<file path="config.mk">
export PLATFORM = sky130hd
export DESIGN_NAME = ov7670_gray_capture
export DESIGN_NICKNAME = d
export VERILOG_FILES = /design/src/rtl/ov7670_gray_capture.sv
export SDC_FILE = /design/constraint.sdc
export NUM_CORES = 1
export LEC_CHECK = 0
export ABC_AREA = 0
export BUFFER_PORTS_ARGS = -buffer_cell sky130_fd_sc_hd__buf_4
export CAP_MARGIN = 0
export CORE_MARGIN = 2
export CORE_UTILIZATION = 56
export DETAILED_ROUTE_END_ITERATION = 10
export PLACE_DENSITY = 0.77
export SETUP_SLACK_MARGIN = 0.05
export SYNTH_ARGS = -nofsm -noshare
export SYNTH_HDL_FRONTEND = slang
export SYNTH_SLANG_ARGS = --single-unit
</file>
<file path="constraint.sdc">
create_clock -name cam_PCLK -period 3.4 [get_ports cam_PCLK]
set_input_delay 0.17 -clock cam_PCLK [delete_from_list [all_inputs] [get_ports cam_PCLK]]
set_output_delay 0.17 -clock cam_PCLK [all_outputs]
set_load 0.1 [all_outputs]
</file>
<file path="src/rtl/ov7670_gray_capture.sv">
// OV7670 capture front end: pairs sensor bytes into pixels, converts them to
// grayscale (RGB565 or YUV422 chosen per frame), decimates, clips to the
// output window and frames the result with start/done pulses and a counter.
//
// Handshake: gray_valid is a one-cycle strobe with no back-pressure; gray,
// gray_h_cnt and gray_v_cnt are meaningful only in the cycle it is high and
// hold their last value otherwise.
module ov7670_gray_capture #(
  parameter int DATA_WIDTH        = 8,
  parameter int CAM_WINDOW_WIDTH  = 640,
  parameter int CAM_WINDOW_HEIGHT = 480,
  parameter int DECIM_LOG2        = 0
) (
  input  logic                                  cam_PCLK,
  input  logic                                  n_rst,
  input  logic                                  mode,
  input  logic                                  cam_VSYNC,
  input  logic                                  cam_HREF,
  input  logic [7:0]                            cam_D,
  output logic [DATA_WIDTH-1:0]                 gray,
  output logic                                  gray_valid,
  output logic [$clog2(CAM_WINDOW_WIDTH):0]     gray_h_cnt,
  output logic [$clog2(CAM_WINDOW_HEIGHT):0]    gray_v_cnt,
  output logic                                  frame_start,
  output logic                                  frame_done,
  output logic [15:0]                           frame_cnt,
  output logic                                  overrun,
  output logic [1:0]                            fsm_state
);

  localparam int HW = $clog2(CAM_WINDOW_WIDTH) + 1;
  localparam int VW = $clog2(CAM_WINDOW_HEIGHT) + 1;
  localparam int RW = 16;
  localparam logic [RW-1:0] DMASK = RW'((1 << DECIM_LOG2) - 1);
  localparam logic [RW-1:0] W_LIM = RW'(CAM_WINDOW_WIDTH);
  localparam logic [RW-1:0] H_LIM = RW'(CAM_WINDOW_HEIGHT);

  typedef enum logic [1:0] {
    S_SYNC   = 2'd0,
    S_VBLANK = 2'd1,
    S_ACTIVE = 2'd2
  } state_t;

  state_t          state;
  logic            mode_q;
  logic            phase;
  logic            href_q;
  logic [7:0]      first_q;
  logic [RW-1:0]   raw_x;
  logic [RW-1:0]   raw_y;

  // stage 0: paired pixel, stage 1: products, stage 2: sum/shift
  logic            s0_valid, s0_mode;
  logic [15:0]     s0_pix;
  logic [HW-1:0]   s0_h;
  logic [VW-1:0]   s0_v;
  logic            s1_valid, s1_mode;
  logic [15:0]     s1_pr, s1_pg, s1_pb;
  logic [7:0]      s1_y;
  logic [HW-1:0]   s1_h;
  logic [VW-1:0]   s1_v;
  logic            s2_valid;
  logic [7:0]      s2_y8;
  logic [HW-1:0]   s2_h;
  logic [VW-1:0]   s2_v;

  logic            start_evt;
  logic            pix_done;
  logic            keep;
  logic            clip;
  logic [RW-1:0]   col;
  logic [RW-1:0]   line;
  logic [7:0]      r8, g8, b8;
  logic [15:0]     sum;
  logic [DATA_WIDTH-1:0] gray_next;

  assign fsm_state = state;

  // Pixel-completion, decimation and window decisions for the byte on cam_D.
  always_comb begin
    start_evt = (state == S_VBLANK) && !cam_VSYNC;
    pix_done  = (state == S_ACTIVE) && cam_HREF && phase;
    col       = raw_x >> DECIM_LOG2;
    line      = raw_y >> DECIM_LOG2;
    keep      = pix_done && ((raw_x & DMASK) == '0) && ((raw_y & DMASK) == '0);
    clip      = (col >= W_LIM) || (line >= H_LIM);
  end

  // Bit-replicated RGB565 expansion and the luma sum of the product stage.
  assign r8  = {s0_pix[15:11], s0_pix[15:13]};
  assign g8  = {s0_pix[10:5],  s0_pix[10:9]};
  assign b8  = {s0_pix[4:0],   s0_pix[4:2]};
  assign sum = s1_pr + s1_pg + s1_pb;

  generate
    if (DATA_WIDTH <= 8) begin : g_narrow
      assign gray_next = s2_y8[7 -: DATA_WIDTH];
    end else begin : g_wide
      assign gray_next = {s2_y8, {(DATA_WIDTH-8){1'b0}}};
    end
  endgenerate

  // Frame FSM: wait for a full vertical blank before the first capture.
  always_ff @(posedge cam_PCLK or negedge n_rst) begin
    if (!n_rst) begin
      state       <= S_SYNC;
      mode_q      <= 1'b0;
      frame_start <= 1'b0;
      frame_done  <= 1'b0;
      frame_cnt   <= '0;
    end else begin
      frame_start <= 1'b0;
      frame_done  <= 1'b0;
      case (state)
        S_SYNC:   if (cam_VSYNC) state <= S_VBLANK;
        S_VBLANK: if (!cam_VSYNC) begin
          state       <= S_ACTIVE;
          mode_q      <= mode;
          frame_start <= 1'b1;
        end
        S_ACTIVE: if (cam_VSYNC) begin
          state      <= S_VBLANK;
          frame_done <= 1'b1;
          frame_cnt  <= frame_cnt + 16'd1;
        end
        default:  state <= S_SYNC;
      endcase
    end
  end

  // Byte pairing, raw line/column counting and the sticky clip flag.
  always_ff @(posedge cam_PCLK or negedge n_rst) begin
    if (!n_rst) begin
      phase   <= 1'b0;
      href_q  <= 1'b0;
      first_q <= '0;
      raw_x   <= '0;
      raw_y   <= '0;
      overrun <= 1'b0;
    end else if (start_evt) begin
      phase   <= 1'b0;
      href_q  <= 1'b0;
      raw_x   <= '0;
      raw_y   <= '0;
      overrun <= 1'b0;
    end else if (state == S_ACTIVE) begin
      href_q <= cam_HREF;
      if (cam_HREF) begin
        phase <= ~phase;
        if (!phase) first_q <= cam_D;
        else if (raw_x != '1) raw_x <= raw_x + 1'b1;
        if (keep && clip) overrun <= 1'b1;
      end else begin
        // a dangling first byte is discarded with the phase reset
        phase <= 1'b0;
        raw_x <= '0;
        if (href_q && (raw_x != '0) && (raw_y != '1)) raw_y <= raw_y + 1'b1;
      end
    end else begin
      phase  <= 1'b0;
      href_q <= 1'b0;
      raw_x  <= '0;
    end
  end

  // Stage 0: register the accepted pixel with its output coordinates.
  always_ff @(posedge cam_PCLK or negedge n_rst) begin
    if (!n_rst) begin
      s0_valid <= 1'b0;
      s0_mode  <= 1'b0;
      s0_pix   <= '0;
      s0_h     <= '0;
      s0_v     <= '0;
    end else begin
      s0_valid <= keep && !clip;
      if (keep) begin
        s0_pix  <= {first_q, cam_D};
        s0_mode <= mode_q;
        s0_h    <= HW'(col);
        s0_v    <= VW'(line);
      end
    end
  end

  // Stage 1: luma products; the Y byte rides alongside for YUV frames.
  always_ff @(posedge cam_PCLK or negedge n_rst) begin
    if (!n_rst) begin
      s1_valid <= 1'b0;
      s1_mode  <= 1'b0;
      s1_pr    <= '0;
      s1_pg    <= '0;
      s1_pb    <= '0;
      s1_y     <= '0;
      s1_h     <= '0;
      s1_v     <= '0;
    end else begin
      s1_valid <= s0_valid;
      s1_mode  <= s0_mode;
      s1_pr    <= 16'(r8) * 16'd77;
      s1_pg    <= 16'(g8) * 16'd150;
      s1_pb    <= 16'(b8) * 16'd29;
      s1_y     <= s0_pix[15:8];
      s1_h     <= s0_h;
      s1_v     <= s0_v;
    end
  end

  // Stage 2: sum and scale back to 8 bits, or pass the Y byte.
  always_ff @(posedge cam_PCLK or negedge n_rst) begin
    if (!n_rst) begin
      s2_valid <= 1'b0;
      s2_y8    <= '0;
      s2_h     <= '0;
      s2_v     <= '0;
    end else begin
      s2_valid <= s1_valid;
      s2_y8    <= s1_mode ? s1_y : 8'(sum >> 8);
      s2_h     <= s1_h;
      s2_v     <= s1_v;
    end
  end

  // Stage 3: output register, refreshed only with a valid pixel.
  always_ff @(posedge cam_PCLK or negedge n_rst) begin
    if (!n_rst) begin
      gray_valid <= 1'b0;
      gray       <= '0;
      gray_h_cnt <= '0;
      gray_v_cnt <= '0;
    end else begin
      gray_valid <= s2_valid;
      if (s2_valid) begin
        gray       <= gray_next;
        gray_h_cnt <= s2_h;
        gray_v_cnt <= s2_v;
      end
    end
  end

endmodule

</file>
; ---- Word-level counts from Yosys, hierarchy flattened
; Cells that the tools add are included.
[totals]
out_inout_bits = 51
input_bits = 13
wordCells = 104
ff_bits = 237
[op_classes]
n_lt_le_gt_ge = 2
bitwise = 3
addsub = 5
multipliers = 3
n_eq_ne = 9
n_reduce_logical = 24
n_mux = 26
[ops]
columns = operator, n
row1 = 2-to-1 mux 16 bit, 9
row2 = adder 16 x 1 -> 16 bit (second input constant), 3
row3 = inequality test 16 bit (second input constant), 2
row4 = multiplier 8 x 7 -> 15 bit (second input constant), 2
row5 = adder 15 x 16 -> 16 bit, 1
row6 = adder 16 x 13 -> 16 bit, 1
row7 = greater-or-equal comparator 16 x 10 -> 1 bit (second input constant), 1
row8 = greater-or-equal comparator 16 x 9 -> 1 bit (second input constant), 1
row9 = nonzero test 16 bit, 1
row10 = multiplier 8 x 5 -> 13 bit (second input constant), 1
row11 = 2-to-1 mux 1 bit, 13
row12 = 2-to-1 mux 8 bit, 1
row13 = AND reduction 2 bit, 4
row14 = nonzero test 2 bit, 4
row15 = logical AND 1 bit, 7
row16 = AND reduction 3 bit, 2
row17 = 2-to-1 mux 2 bit, 2
row18 = inequality test 2 x 1 -> 1 bit (second input constant), 2
row19 = inequality test 4 x 3 -> 1 bit (second input constant), 1
row20 = inequality test 4 bit (second input constant), 1
row21 = one-hot mux 2 bit (2 select lines), 1
row22 = AND reduction 4 bit, 1
row23 = inverter 1 bit, 3
row24 = equality test 2 x 1 -> 1 bit (second input constant), 1
row25 = 6 further kinds, 7

; ---- Longest topological paths before layout
; Gate-level depths: netlist of run 1.
[logic_depth]
depth_word = 8
ltp_mapped = 13
mapped_depth_nobuf = 13

; ---- Worst setup path after synthesis of run 1
; Ideal clock, no wire load.
[synth_path]
kind = register to register
from = reg s0_pix[13]
to = reg s1_pr[14]
required_time_ns = 3.280
setup_time_ns = 0.120
arrival_ns = 3.415
path_slack_ns = -0.135
n_path_buf = 0
path_stages_with_launch = 13
synth_period_minus_slack_ns = 3.535
cell_sequence = dfrtp_1 ha_1 ha_1 inv_1 fa_1 fa_1 inv_1 ha_1 and2_1 a311oi_1 nor2b_1 o21ai_1 a31o_2
[synth_between]
elab_chain_len = 1
[synth_rtl]
columns = element, line_no
row1 = from (decl), 54  ; logic [15:0] s0_pix;
row2 = from (signal assigned), 177  ; s0_pix <= {first_q, cam_D};
row3 = multiplier 8 x 7 -> 15 bit, 199  ; s1_pr <= 16'(r8) * 16'd77;
row4 = to (signal assigned), 199
row5 = to (decl), 58  ; logic [15:0] s1_pr, s1_pg, s1_pb;
; Every way passes these cells.
; A chain may end at the register's enable or synchronous reset.

; ---- Worst setup path in the final report of run 1
[layout_path]
from = reg s0_pix[9]
to = reg s1_pg[15]
[layout_between]
elab_chain_len = 1
[layout_rtl]
columns = element, line_no
row1 = multiplier 8 x 7 -> 15 bit, 200  ; s1_pg <= 16'(g8) * 16'd150;
row2 = to (signal assigned), 200
row3 = to (decl), 58
; Every way passes these cells.

==> flow_metrics.tcl, run 1 <==
set metrics [dict create \
    outcome "complete, no violations" \
    grt_overflow_total 0 \
    ys_seq_area_frac 0.499 \
    first_global_vias 7522 \
    num_vias 7354 \
    fp.dieW_um 149 \
    synth-edff-count 0 \
    rr_startpoint "s0_pix[9]$_DFFE_PN0P_" \
    antenna_found_initial 0 \
    wl_per_cell_um 16.3 \
    syn_to_final_growth_pct 18.3 \
    place_worst_setup_slack_ps -17.7 \
    drive_gt1_frac 0.226 \
    routed_wl_mm 22.4 \
    rr_worst_depth 11 \
    critPathArrivalTime_ps 3670 \
    diodes 0 \
    ys_types 66 \
    max_stage_delay_ps 490 \
    worstSetupPathType "reg2reg" \
    place_congestion 0.792 \
    start_kind "flop" \
    ff2ff_setup_slack_ps 120 \
    worstMarginPinSlew_ps 725 \
    timing.rr.end "s1_pg[15]$_DFF_PN0_" \
    maxSlewHeadroom 0.517 \
    synth_flop_cell "dfrtp_1" \
    clockRootBuffer "clkbuf_16" \
    dr.pass1.iters 4 \
    grt_max_degree 98 \
    ys_ff_latch 234 \
    p_leak_nw 6.81 \
    critPathCaptureType "flop" \
    start_util 0.576 \
    io_buffers 63 \
    cp_cell_sequence "ha_4, ha_1, inv_1, fa_1, fa_1, inv_1, ha_4, a2111oi_4, o21bai_2, a2111oi_2, a21oi_1" \
    die_h_um 149 \
    clockBufferDepth 3 \
    finalSetupViolations 0 \
    fin_util 0.682 \
    antenna_left 0 \
    rows 52 \
    syn_nets 1132 \
    required_ps 3780 \
    dp_hpwl_mm 16.0 \
    cap_violations 0 \
    min-delay-start "cam_HREF" \
    min_period_ps 3280 \
    avgSynthCellArea_um2 12.1 \
    drc 0 \
    slew_viol_final 0 \
    fin_ws_ps 116 \
    core_um2 20400 \
    grt_use_total 0.208 \
    fin_crit_sh 0.966 \
    design_area_um2 13900 \
    cts_num_sinks 234 \
    clk_latency_ps 510 \
    cts-buffers-inserted 24 \
    vias_per_cell 5.35 \
    synthCells 966 \
    holdPathStages 3 \
    nets 1254 \
    final.setup.tns_ps 0 \
    holdWs_ps 115 \
    rsz0062_at_grt "yes" \
    yosysWarnings 0 \
    cts_tree "done" \
    power.density_nw_per_um2 880 \
    path_clk_slew_ps 60 \
    hold_path_class "in2reg" \
    netlist_area_um2 11700 \
    drt_iter0_drc 397 \
    peakVddDrop_uv 575 \
    die-area_um2 22100 \
    slowest_stage "fa_1" \
    skew_ps 13.6 \
    placed_area_um2 12700 \
    crit_path_max_fanout 4 \
    pin_count 64 \
    hold_viol 0 \
    timing.fmax_ghz 0.305 \
    ctsHtreeMaxLevel 1 \
    async_flop_share 1.00 \
    grt_pass1_wl_mm 37.1 \
    hold_end "col[15]$_DFFE_PN0P_" \
]
## worst max-delay path by stage
stage / start / endpoint / slack, ps
after floorplan: s0_pix[9]$_DFFE_PN0P_ / s1_pg[15]$_DFF_PN0_ / 50
after global placement: s0_pix[7]$_DFFE_PN0P_ / s1_pg[15]$_DFF_PN0_ / 30
after detailed placement: s0_pix[7]$_DFFE_PN0P_ / s1_pg[15]$_DFF_PN0_ / -20
after CTS: s0_pix[6]$_DFFE_PN0P_ / s1_pg[15]$_DFF_PN0_ / 30
after global routing: s0_pix[8]$_DFFE_PN0P_ / s1_pg[15]$_DFF_PN0_ / -30
final: s0_pix[9]$_DFFE_PN0P_ / s1_pg[15]$_DFF_PN0_ / 120
## layout make-up
cell class,count,area [µm²]
flip-flops and latches,234,5860
repair buffers,111,885
multi-input cells,629,5620
inverters,88,330
clock inverters,8,124
fillers,1406,6480
clock buffers,35,723
well taps,270,338
## report_power, final
group / switching (mW) / total (mW) / internal, mW
logic: 3.26 / 5.93 / 2.67
clock network: 1.05 / 2.75 / 1.70
registers: 0.269 / 3.53 / 3.26
total: 4.58 / 12.2 / 7.64
## through the flow
step	power [mW]	cells
6_report	12.2	1375
5_1_grt	13.2	1375
4_1_cts	12.0	1369
3_5_place_dp	9.18	1311
3_3_place_gp	8.99	1311
2_1_floorplan	7.81	966
## logic make-up (layout without fill, tap and decap cells)
kind of cell,count (synthesis),after routing,share of synthesized area
flip-flops,234,234,0.499
adder cells (fa/ha/maj),153,153,0.187
AND/OR/NAND/NOR,213,213,0.0928
AO/OA/AOI/OAI,130,130,0.0736
multiplexers,66,66,0.0631
XOR/XNOR,67,67,0.0500
buffers and inverters,103,242,0.0343
## registers in the layout, summed over array words and instances, names as in the netlist, 2 cells and up
name        flops
s1_pr          13
s1_v           10
frame_cnt      16
s1_y            8
gray_v_cnt     10
line           16
s1_pg          14
first_q         8
s0_h           11
s1_pb          13
fsm_state       2
s1_h           11
s0_pix         16
s0_v           10
gray            8
gray_next       8
col            16
s2_v           10
gray_h_cnt     11
s2_h           11
## cells in the final DEF, fill, tap and decap left out, types with 3 or more instances in the layout
cell type,count
nor4b_1,3
or3_1,5
nand2b_1,5
nand3_1,25
o21ai_1,6
inv_2,3
o31ai_1,4
and4_1,3
bufinv_16,3
xnor2_1,48
inv_1,85
buf_4,97
nand2_1,56
o21bai_1,5
o21ai_2,5
xor2_1,19
and2_1,5
dfrtp_1,230
a21o_1,10
ha_4,9
clkbuf_1,4
and3_1,8
ha_1,105
mux2_2,64
clkbuf_8,6
nor3_1,21
clkbuf_16,25
o21ai_0,39
nor2_1,51
a21oi_1,31
dfrtp_2,4
nor2b_1,6
nand4_1,5
dlygate4sd3_1,11
fa_1,37
nor4_1,5
## routing by layer
layer / global-route usage / routed length, µm
met1: 0.303 / 10500
met2: 0.338 / 10600
met5: 0 / 0
met4: 0.0548 / 569
met3: 0.0220 / 751
## worst max-delay path, delay by kind of cell (launching register included)
kind / cells / cell delay, ps
AO/OA/AOI/OAI: 4 / 950
adder cells (fa/ha/maj): 5 / 1660
buffers and inverters: 2 / 140
flip-flops: 1 / 420
## Yosys cell counts (all sizes together), types with 7 or more instances
library cell,instances,area share
xor2,19,0.014
nand2,56,0.018
clkbuf,8,0.0026
and3,10,0.0059
nor2b,7,0.0037
buf,7,0.0036
nor3,21,0.0090
inv,88,0.028
o21bai,7,0.0051
a21oi,32,0.014
o21ai,50,0.022
fa,37,0.063
xnor2,48,0.036
nor2,52,0.017
mux2,64,0.061
ha,116,0.12
nand3,27,0.014
dfrtp,234,0.50
a21o,10,0.0064
## what timing repair did
item,4_1_cts,5_1_grt
hold endpoints to repair,114,0
hold buffers,11,0
gates resized for setup,5,25
pin swaps,5,23
setup endpoints to repair,3,12
buffers inserted,4,6
(Power assumes the default switching activity.)
==> inputs of run 2 (changes only) <==
CTS_BUF_LIST = sky130_fd_sc_hd__clkbuf_8 sky130_fd_sc_hd__clkbuf_16   (was not set)
PLACE_DENSITY = 0.82   (was 0.77)
==> run 2 against run 1 <==
  * First-iteration DRC count up 1.5%
  * Setup slack about the same
  * Clock power hardly changed
  * Non-clock buffer count shrank 10
  * Utilization about the same
  * Critical endpoint is now s1_pr[10]$_DFF_PN0_
  * Largest cell class unchanged
  * Largest power group unchanged
==> flow_metrics.tcl, run 2 (same netlist as run 1, synthesis figures left out) <==
set metrics [dict create \
    outcome "complete, no violations" \
    drt_iter0_drc 403 \
    min_period_ps 3280 \
    power_switching_mw 4.90 \
    cts_tree "done" \
    final.setup.tns_ps 0 \
    crit_top_cell "ha_4" \
    start_util 0.576 \
    layout_commonest_cell "dfrtp_1" \
    cp_cell_sequence "buf_6, ha_4, ha_4, inv_2, fa_1, fa_1, inv_2, ha_4, and2_4, a311oi_2, buf_4, o21bai_1, a21oi_1, xnor2_1" \
    intPower_mw 7.61 \
    grtUsageMet1 0.309 \
    syn_to_final_growth_pct 18.3 \
    grt_use_total 0.222 \
    hold_path_class "in2reg" \
    slew_viol_final 0 \
    clockBufferDepth 3 \
    power_frac_comb 0.494 \
    pwr-share-seq 0.284 \
    cap_violations 0 \
    first_global_vias 7813 \
    cts_num_sinks 234 \
    grt_overflow_total 0 \
    grt_pass1_wl_mm 39.4 \
    met2_usage 0.375 \
    power.density_nw_per_um2 902 \
    critical_path_buf_inv_count 4 \
    fin_crit_sh 0.966 \
    clockRootBuffer "clkbuf_16" \
    diodes 0 \
    drive_gt1_frac 0.227 \
    finalSetupViolations 0 \
    fin_util 0.681 \
    clk_latency_ps 520 \
    critPathTopFamily "adder cells" \
    num_vias 7553 \
    ctsHtreeMaxLevel 1 \
    fp.dieW_um 149 \
    die_h_um 149 \
    routed_wl_mm 24.1 \
    core_um2 20400 \
    worstSetupPathType "reg2reg" \
    skew_ps 8.14 \
    holdWs_ps 87.3 \
    rows 52 \
    die-area_um2 22100 \
    design_area_um2 13900 \
    mostFrequentLayoutCells "dfrtp_1 (231), ha_1 (105), inv_1 (86), buf_4 (86), mux2_2 (64)" \
    maxSlewHeadroom 0.560 \
    timing.fmax_ghz 0.305 \
    placed_area_um2 12700 \
    drc 0 \
    p_sw_frac 0.392 \
    required_ps 3840 \
    wl_per_cell_um 17.6 \
    max_stage_delay_ps 500 \
    p_clk_frac 0.222 \
    worstMarginPinSlew_ps 660 \
    peakVddDrop_uv 660 \
    crit_path_max_fanout 5 \
    grt_busiest_layer "met2" \
    hold_viol 0 \
    grt_max_degree 89 \
    vias_per_cell 5.53 \
    pin_count 64 \
    antenna_found_initial 0 \
    critPathArrivalTime_ps 3720 \
    dp_hpwl_mm 16.1 \
    met3_usage 0.0343 \
    critPathCaptureType "flop" \
    dr.pass1.iters 5 \
    cts-buffers-inserted 25 \
    antenna_left 0 \
    start_kind "flop" \
    io_buffers 63 \
    p_leak_nw 6.80 \
    p_total_mw 12.5 \
    path_clk_slew_ps 70 \
    slowest_stage "fa_1" \
    nets 1245 \
    place_congestion 0.911 \
    rsz0062_at_grt "yes" \
]
-- run 2: cell types whose count changed in the layout (fill, tap and decap cells not counted), sizes merged --
cell / change
inv: +5
buf: -10
bufinv: -1
clkbuf: -2
-- run 2: path summary, 6_finish.rpt --
kind	start	end	slack, ps	depth (start not counted)
max reg2reg	s0_pix[12]$_DFFE_PN0P_	s1_pr[10]$_DFF_PN0_	120	14
max	s0_pix[12]$_DFFE_PN0P_	s1_pr[10]$_DFF_PN0_	120	14
max in group asynchronous	n_rst	gray[6]$_DFFE_PN0P_	2350	3
min reg2reg	s1_v[7]$_DFF_PN0_	s2_v[7]$_DFF_PN0_	350	0
min in group asynchronous	n_rst	gray_v_cnt[2]$_DFFE_PN0P_	230	2
min	cam_HREF	col[15]$_DFFE_PN0P_	90	3
-- run 2: per-layer routing --
layer	share of wire	up-vias
met3	0.048	42
li1	-	3540
met2	0.50	188
met5	0	-
met4	0.019	0
met1	0.43	3783
-- run 2: power by group through the flow --
stage | sequential, mW | clock [mW] | combinational, mW
finish | 3.55 | 2.78 | 6.18
global route | 3.59 | 2.95 | 6.84
CTS | 3.55 | 2.82 | 5.83
detailed placement | 3.59 | 0 | 5.63
global placement | 3.57 | 0 | 5.44
floorplan | 3.79 | 0 | 4.02
-- run 2: final cells by class --
class | count | area [µm²]
Tap cell | 270 | 338
Clock inverter | 12 | 125
Timing Repair Buffer | 101 | 822
Inverter | 88 | 330
Fill cell | 1380 | 6490
Multi-Input combinational cell | 629 | 5670
Clock buffer | 33 | 736
Sequential cell | 234 | 5860
-- run 2: through the flow --
stage | worst slack, ps | std cells
after global placement | 22.0 | 1306
after CTS | 29.4 | 1362
final | 117 | 1367
after global routing | 15.7 | 1367
after detailed placement | -18.9 | 1306
after floorplan | 53.3 | 966
-- run 2: worst reg2reg max path: stages (launching register included) --
cell and delay, ps:
dfrtp_1 420, buf_6 150, ha_4 260, ha_4 120
inv_2 30, fa_1 460, fa_1 500, inv_2 50
ha_4 220, and2_4 140, a311oi_2 270, buf_4 170
o21bai_1 60, a21oi_1 190, xnor2_1 160
-- run 2: what timing repair did --
action,4_1_cts,5_1_grt
endpoints found under the setup margin,6,12
gates resized for setup,5,33
endpoints found under the hold margin,91,0
hold buffers,11,0
pin swaps,3,27
buffers inserted,0,5
cloned,0,0
